$ cat src/rtl/uart_pkg.sv
// Shared UART definitions: receiver state encoding, default frame width and
// the line levels of the start and stop bits (also used by a future uart_tx).
package uart_pkg;

  localparam int DEFAULT_DATA_BITS = 8;

  localparam logic START_BIT = 1'b0;
  localparam logic STOP_BIT  = 1'b1;

  typedef enum logic [2:0] {
    ST_IDLE,
    ST_START,
    ST_DATA,
    ST_STOP,
    ST_WAIT_HIGH
  } rx_state_e;

endpackage

$ cat src/rtl/rx_sync.sv
// Multi-stage synchroniser for the asynchronous serial line. Every stage
// resets to 1 so the line reads idle straight out of reset.
module rx_sync #(
  parameter int STAGES = 2
) (
  input  logic clk,
  input  logic reset,
  input  logic rx,
  output logic rx_s
);

  logic [STAGES-1:0] sync_q;
  logic [STAGES-1:0] sync_d;

  always_comb begin
    sync_d = {sync_q[STAGES-2:0], rx};
  end

  // NOTE: sequential state uses non-blocking (<=) so every flop samples
  // pre-edge values; blocking here would collapse the stages into one.
  always_ff @(posedge clk or negedge reset) begin
    if (!reset) begin
      sync_q <= '1;
    end else begin
      sync_q <= sync_d;
    end
  end

  assign rx_s = sync_q[STAGES-1];

endmodule

$ cat src/rtl/uart_rx.sv
// 8N1-style UART receiver. It holds the external baud generator cleared while
// idle so that each baud_tick after the start edge lands mid-bit.
module uart_rx
  import uart_pkg::*;
#(
  parameter int DATA_BITS   = DEFAULT_DATA_BITS,
  parameter int SYNC_STAGES = 2
) (
  input  logic                 clk,
  input  logic                 reset,
  input  logic                 rx,
  input  logic                 baud_tick,
  output logic                 baud_clear,
  output logic [DATA_BITS-1:0] data,
  output logic                 valid,
  output logic                 frame_err,
  output logic                 busy
);

  localparam int CNT_W = (DATA_BITS > 1) ? $clog2(DATA_BITS) : 1;
  localparam logic [CNT_W-1:0] LAST_BIT = CNT_W'(DATA_BITS - 1);

  logic rx_s;

  rx_sync #(
    .STAGES (SYNC_STAGES)
  ) u_rx_sync (
    .clk   (clk),
    .reset (reset),
    .rx    (rx),
    .rx_s  (rx_s)
  );

  rx_state_e            state_q,      state_d;
  logic [DATA_BITS-1:0] shift_q,      shift_d;
  logic [CNT_W-1:0]     cnt_q,        cnt_d;
  logic [DATA_BITS-1:0] data_q,       data_d;
  logic                 valid_q,      valid_d;
  logic                 frame_err_q,  frame_err_d;
  logic                 busy_q,       busy_d;
  logic                 baud_clear_q, baud_clear_d;

  // NOTE: every variable gets a default before the case so that no path
  // leaves it unassigned, which would otherwise infer a latch.
  always_comb begin
    state_d     = state_q;
    shift_d     = shift_q;
    cnt_d       = cnt_q;
    data_d      = data_q;
    valid_d     = 1'b0;
    frame_err_d = 1'b0;

    unique case (state_q)
      ST_IDLE: begin
        if (rx_s == START_BIT) state_d = ST_START;
      end
      ST_START: begin
        if (baud_tick) begin
          // A start bit that is high again at mid-bit was a glitch.
          if (rx_s == START_BIT) begin
            state_d = ST_DATA;
            cnt_d   = '0;
          end else begin
            state_d = ST_IDLE;
          end
        end
      end
      ST_DATA: begin
        if (baud_tick) begin
          shift_d = {rx_s, shift_q[DATA_BITS-1:1]};
          if (cnt_q == LAST_BIT) begin
            state_d = ST_STOP;
          end else begin
            cnt_d = cnt_q + 1'b1;
          end
        end
      end
      ST_STOP: begin
        if (baud_tick) begin
          if (rx_s == STOP_BIT) begin
            data_d  = shift_q;
            valid_d = 1'b1;
            state_d = ST_IDLE;
          end else begin
            frame_err_d = 1'b1;
            state_d     = ST_WAIT_HIGH;
          end
        end
      end
      ST_WAIT_HIGH: begin
        // A break keeps the line low; wait it out so it yields one error only.
        if (rx_s == STOP_BIT) state_d = ST_IDLE;
      end
      default: state_d = ST_IDLE;
    endcase

    // Decoded from the next state so the registered outputs track the FSM
    // in the same cycle as the state register.
    baud_clear_d = (state_d == ST_IDLE) || (state_d == ST_WAIT_HIGH);
    busy_d       = (state_d != ST_IDLE);
  end

  always_ff @(posedge clk or negedge reset) begin
    if (!reset) begin
      state_q      <= ST_IDLE;
      shift_q      <= '0;
      cnt_q        <= '0;
      data_q       <= '0;
      valid_q      <= 1'b0;
      frame_err_q  <= 1'b0;
      busy_q       <= 1'b0;
      baud_clear_q <= 1'b1;
    end else begin
      state_q      <= state_d;
      shift_q      <= shift_d;
      cnt_q        <= cnt_d;
      data_q       <= data_d;
      valid_q      <= valid_d;
      frame_err_q  <= frame_err_d;
      busy_q       <= busy_d;
      baud_clear_q <= baud_clear_d;
    end
  end

  assign data       = data_q;
  assign valid      = valid_q;
  assign frame_err  = frame_err_q;
  assign busy       = busy_q;
  assign baud_clear = baud_clear_q;

endmodule

$ cat config.mk
export PLATFORM = sky130hd
export DESIGN_NAME = uart_rx
export DESIGN_NICKNAME = d
export VERILOG_FILES = /design/src/rtl/uart_pkg.sv /design/src/rtl/rx_sync.sv /design/src/rtl/uart_rx.sv
export SDC_FILE = /design/constraint.sdc
export NUM_CORES = 1
export LEC_CHECK = 0
export CORE_MARGIN = 2
export CORE_UTILIZATION = 30
export DETAILED_ROUTE_END_ITERATION = 16
export GPL_ROUTABILITY_DRIVEN = 0
export SLEW_MARGIN = 20
export SYNTH_ARGS = -nofsm -noshare
export SYNTH_HDL_FRONTEND = slang
export SYNTH_SLANG_ARGS = --single-unit
$ cat constraint.sdc
create_clock -name clk -period 3.9 [get_ports clk]
set_input_delay 0.39 -clock clk [delete_from_list [all_inputs] [get_ports clk]]
set_output_delay 0.39 -clock clk [all_outputs]
set_load 0.01 [all_outputs]
-- Yosys cells after proc, flatten, opt, wreduce, memory -nomap -nowiden
Index checks and enable logic that the tools add are counted.
- register bits: 28
- word-level logic and storage cells: 48
- output and inout port bits: 12
- bits of input ports: 4
- eq/ne operators: 10
- multiplexer cells: 20
- add/sub/neg operators: 1
- reduce and logical (&&, ||, !) cells: 8
- operators by type and width (kind ; number):
    $mux 3 ; 11
    $pmux 3 s5 ; 1
    $eq 3x3->1 const B ; 3
    $ne 2x2->1 const B ; 4
    $eq 3x2->1 const B ; 2
    $logic_not 3->1 ; 2
    $mux 1 ; 6
    $pmux 3 s2 ; 1
    $reduce_and 5->1 ; 1
    $add 3x1->3 const B ; 1
    $eq 3x1->1 const B ; 1
    $reduce_and 3->1 ; 1
    $reduce_bool 3->1 ; 1
    $mux 2 ; 1
    $reduce_and 2->1 ; 1
    $reduce_bool 2->1 ; 1
    $logic_or 1x1->1 ; 1

-- Longest topological paths before layout
- depth after elaboration: 6
- gate-level depth with buffers: 5
- gate-level depth less buffers: 5

-- Cells and area by module
Synthesis repeated with hierarchy kept, for this count alone.
- cells, all modules: 75
- area total of the unflattened synthesis: 1149.9 sq um
- by module, submodules not included (module ; times used ; seq. area each (sq um) ; area each (sq um) ; cells each):
    uart_rx ; 1 ; 651.9 ; 1097.3 ; 73
    rx_sync ; 1 ; 52.6 ; 52.6 ; 2

-- Worst setup path after synthesis
OpenSTA, ideal clock, no wires.
- path type: register to register
- start point: register cnt_q[0]
- end point: register busy_q, in the netlist busy
- setup slack: 2327 ps
- buffers on the path: 0
- data arrival time: 1449 ps
- data required time: 3776 ps
- stages on the path, launching flop included: 6
- cell sequence: dfrtp_1 > ha_1 > ha_1 > and3_1 > o31a_1 > a211o_1
- word-level cells in the longest chain between the ends: 5
- ends and longest elaborated chain (what ; RTL line ; RTL):
    from (decl) ; uart_rx.sv:36 ; logic [CNT_W-1:0] cnt_q, cnt_d;
    from (signal assigned) ; uart_rx.sv:116 ; cnt_q <= cnt_d;
    $eq 3x3->1 ; uart_rx.sv:71 ; if (cnt_q == LAST_BIT) begin
    $mux 3 ; uart_rx.sv:71 ;
    $mux 3 ; uart_rx.sv:69 ; if (baud_tick) begin
    $pmux 3 s5 ; uart_rx.sv:53 ; unique case (state_q)
    named net state_d[0] ; uart_rx.sv:34 ; rx_state_e state_q, state_d;
    $reduce_bool 3->1 ; uart_rx.sv:100 ; busy_d = (state_d != ST_IDLE);
    named net busy_d ; uart_rx.sv:40 ; logic busy_q, busy_d;
    to (signal assigned) ; uart_rx.sv:120 ; busy_q <= busy_d;
    to (decl) ; uart_rx.sv:40 ;
The timed path passes the listed nets, and every way through them passes these cells.
A chain may end at the register's enable or synchronous reset.

-- Worst setup path after layout
- start point: input baud_tick
- end point: register shift_q[7]
- word-level cells in the longest chain between the ends: 1
- ends and longest elaborated chain (what ; RTL line ; RTL):
    from (decl) ; uart_rx.sv:12 ; input logic baud_tick,
    $reduce_and 2->1 (no source line) ; -- ;
    to (signal assigned) ; uart_rx.sv:115 ; shift_q <= shift_d;
    to (decl) ; uart_rx.sv:35 ; logic [DATA_BITS-1:0] shift_q, shift_d;
No other way between the ends.

==> summary.md <==
| Metric | Value |
|---|---|
| Status | finished clean |
| Crit path required time | between 4 and 5 ns |
| Root Buffer | clkbuf_8 |
| CTS tree | built |
| Share of layout cells above drive strength 1 | 0.289 |
| Final Hold Fails | 0 |
| Die area | 0.00435 mm² |
| Total negative slack | 0 ns |
| Post-DRT Antenna Nets | 0 |
| Worst Path Buf+Inv | 1 |
| Starting Density | 0.312 |
| Tmin final | 1.79 ns |
| Top cell type's share of synthesized area | 0.543 |
| Most common cell after layout, fill and taps aside | dfrtp_1 |
| Post-synthesis cell count | 80 |
| Worst VDD drop | 0.161 mV |
| Ys Warns | 0 |
| DRC viols | 0 |
| ANT cells | 0 |
| Largest family of logic cells by synthesized area | multiplexers |
| Tightest Pin Transition | 0.357 ns |
| Crit path DAT | 1.94 ns |
| Nets | 104 |
| CTS clk-pin slew, worst paths | 0.09 ns |
| Vias post-DR | approximately 640 |
| Final Cell Area | 0.00139 mm² |
| Slew Viols, Final | 0 |
| Critical hold path startpoint | u_rx_sync.sync_q[0]$_DFF_PN1_ |
| # IOs | 16 |
| Critical setup path kind | in2reg |
| Syn avg cell area | roughly 14 µm² |
| Reg2Reg Launch Point | cnt_q[0]$_DFFE_PN0P_ |
| Worst path cell trace | clkdlybuf4s50_1 > nor2b_1 > and3b_1 > mux2_2 |
| Core Box Area | 0.00369 mm² |
| Largest net degree at the start of global routing | 29 |
| Power per Cell Area | 601 mW/mm² |
| Synthesis-stage register bit count | 28 |
| Die extent in y | between 60 and 70 µm |
| Max-slew headroom | 0.761 |
| Peak Freq | 559 MHz |
| Number of iterations in the first detailed-routing pass | 3 |
| Simple-Gate Fraction of Synth Area | 0.100 |
| Synth top area cells | dfrtp_1 54%, mux2_2 17%, dfstp_2 6.8% |
| Final Hold Slack | 0.376 ns |
| Total global-route track usage | 0.0914 |
| Mux cell area share after synthesis | 0.184 |
| First-pass GRT wire length | 2980 µm |
| Critical path fanouts, max | 8 |
| Area grow syn2layout | 20.5% |
| Crit path capture type | flop |
| Cts bufs inserted | 3 |
| Hold-fix buffers, CTS | 0 |
| Clock Skews | 0.00854 ns |
| GRT overflow | 0 |
| Critical path launch point type | input port |
| Row count | 22 |
| Initial antenna violation count | 0 |
| Finish-stage setup viols | 0 |
| Post-Synth XOR/XNOR Area | 0 |
| Post-DR wirelength/cell | 11.6 µm |
| Synth area leader | dfrtp_1 |
| Cell variety after synth | 24 |
| Vias in the first global route | 648 |
| Critical path's top delay family | simple AND/OR/NAND/NOR gates |
| Worst skew pair latency | 0.27 ns |
| Placement Cell Area | 0.00134 mm² |
| Postcts setup bufs | 0 |
| Resized Gates After CTS | 0 |
| Max incr delay on CP | 0.56 ns |
| CP max-delay cell | clkdlybuf4s50_1 |
| Hold Crit Class | reg2reg |
| Initial DRC Count | 7 |
| Synth Cell Area | 0.00115 mm² |
| Post-detail-place hpwl | 1160 µm |
| Max H-tree Level | 1 |
| Commonest cells after routing, fill and taps aside | 25 x dfrtp_1, 17 x mux2_2, 15 x clkdlybuf4s50_1 |
| Leak Pwr | 0.669 nW |
| Crit. Startpoint | baud_tick |
| Clock tree sinks | 28 |
| Max_cap viols | 0 |
| Max Root-Sink Buffers | 2 |
| Final wirelength | 1680 µm |
| Compound-gate portion of the synthesized area | 0.0467 |
| Die width | around 66 µm |
| DR vias/cell | about 4.4 |
| Setup repair after global routing missed its margin | false |
| Port bufs | 15 |
| Post-Syn Nets | 86 |
| Tcrit/Tclk final | 0.459 |
| Post-Synth Adder-Cell Area | 0.0217 |
| Sequential fraction of the synthesis area | 0.612 |
[kinds of logic after synthesis]
logic type,Yosys count
DFF,28
buffers and inverters,7
muxes,19
AOI/OAI and AO/OA,7
and+or+nand+nor,17
adders and majority gates,2
[routing by layer]
metal / track usage / routed length, µm / up-vias
met5: 0 / 0 / -
met4: 0.0536 / 27 / 0
met3: 0.0170 / 56 / 2
met2: 0.136 / 760 / 11
met1: 0.123 / 830 / 318
li1: - / - / 313
[final cells by class]
class,instances,area [µm²]
repair buffers,16,158
inverters,4,15.0
flip-flops and latches,28,704
multi-input cells,45,405
clock buffers,4,45.0
fillers,376,2300
well taps,48,60.1
[per-stage QoR]
stage          setup WS [ns]  power, mW  utilization  cells
2_1_floorplan           2.33      0.599            -     80
3_3_place_gp            1.88      0.680        0.364    141
3_5_place_dp            1.84      0.688        0.364    141
4_1_cts                 2.11      0.848        0.376    145
5_1_grt                 2.01      0.900        0.376    145
6_report                2.11      0.834        0.376    145
[where the power goes]
group          internal (mW)  leakage, nW  total [mW]  switching [mW]
clock                 0.0729       0.0228       0.154          0.0807
combinational          0.150        0.282       0.241          0.0907
sequential             0.376        0.364       0.439          0.0633
total                  0.599        0.669       0.834           0.235
[cell usage after synthesis]
cell       instances
nand2_1            2
and4b_2            1
inv_1              4
a211o_1            1
nor3b_1            3
nand4bb_1          1
and2_1             1
a21bo_2            1
and3_1             1
nor2_1             3
and3b_1            1
a21oi_1            2
buf_6              1
o21ai_2            1
mux2i_1            2
o31a_1             1
ha_1               2
buf_4              2
dfrtp_1           25
nor2b_1            3
nand2_4            1
mux2_2            17
dfstp_2            3
a21o_1             1
[sequential cells by signal (all words and copies together), names as in the netlist]
| name | cells |
|---|---|
| cnt_q | 3 |
| busy | 1 |
| u_rx_sync.sync_q | 2 |
| shift_q | 8 |
| state_q | 3 |
| baud_clear | 1 |
| valid | 1 |
| frame_err | 1 |
| data | 8 |
[final timing paths]
path	to	slack (ns)	cells after the start
setup / recovery	shift_q[7]$_DFFE_PN0P_	2.11	4
setup reg to reg	busy$_DFF_PN0_	2.24	5
hold / removal	u_rx_sync.sync_q[1]$_DFF_PN1_	0.38	0
hold reg to reg	u_rx_sync.sync_q[1]$_DFF_PN1_	0.38	0
max in group asynchronous	baud_clear$_DFF_PN1_	3.11	2
min in group asynchronous	shift_q[2]$_DFFE_PN0P_	0.49	2
Note: power is estimated with default switching activity, not from simulation.
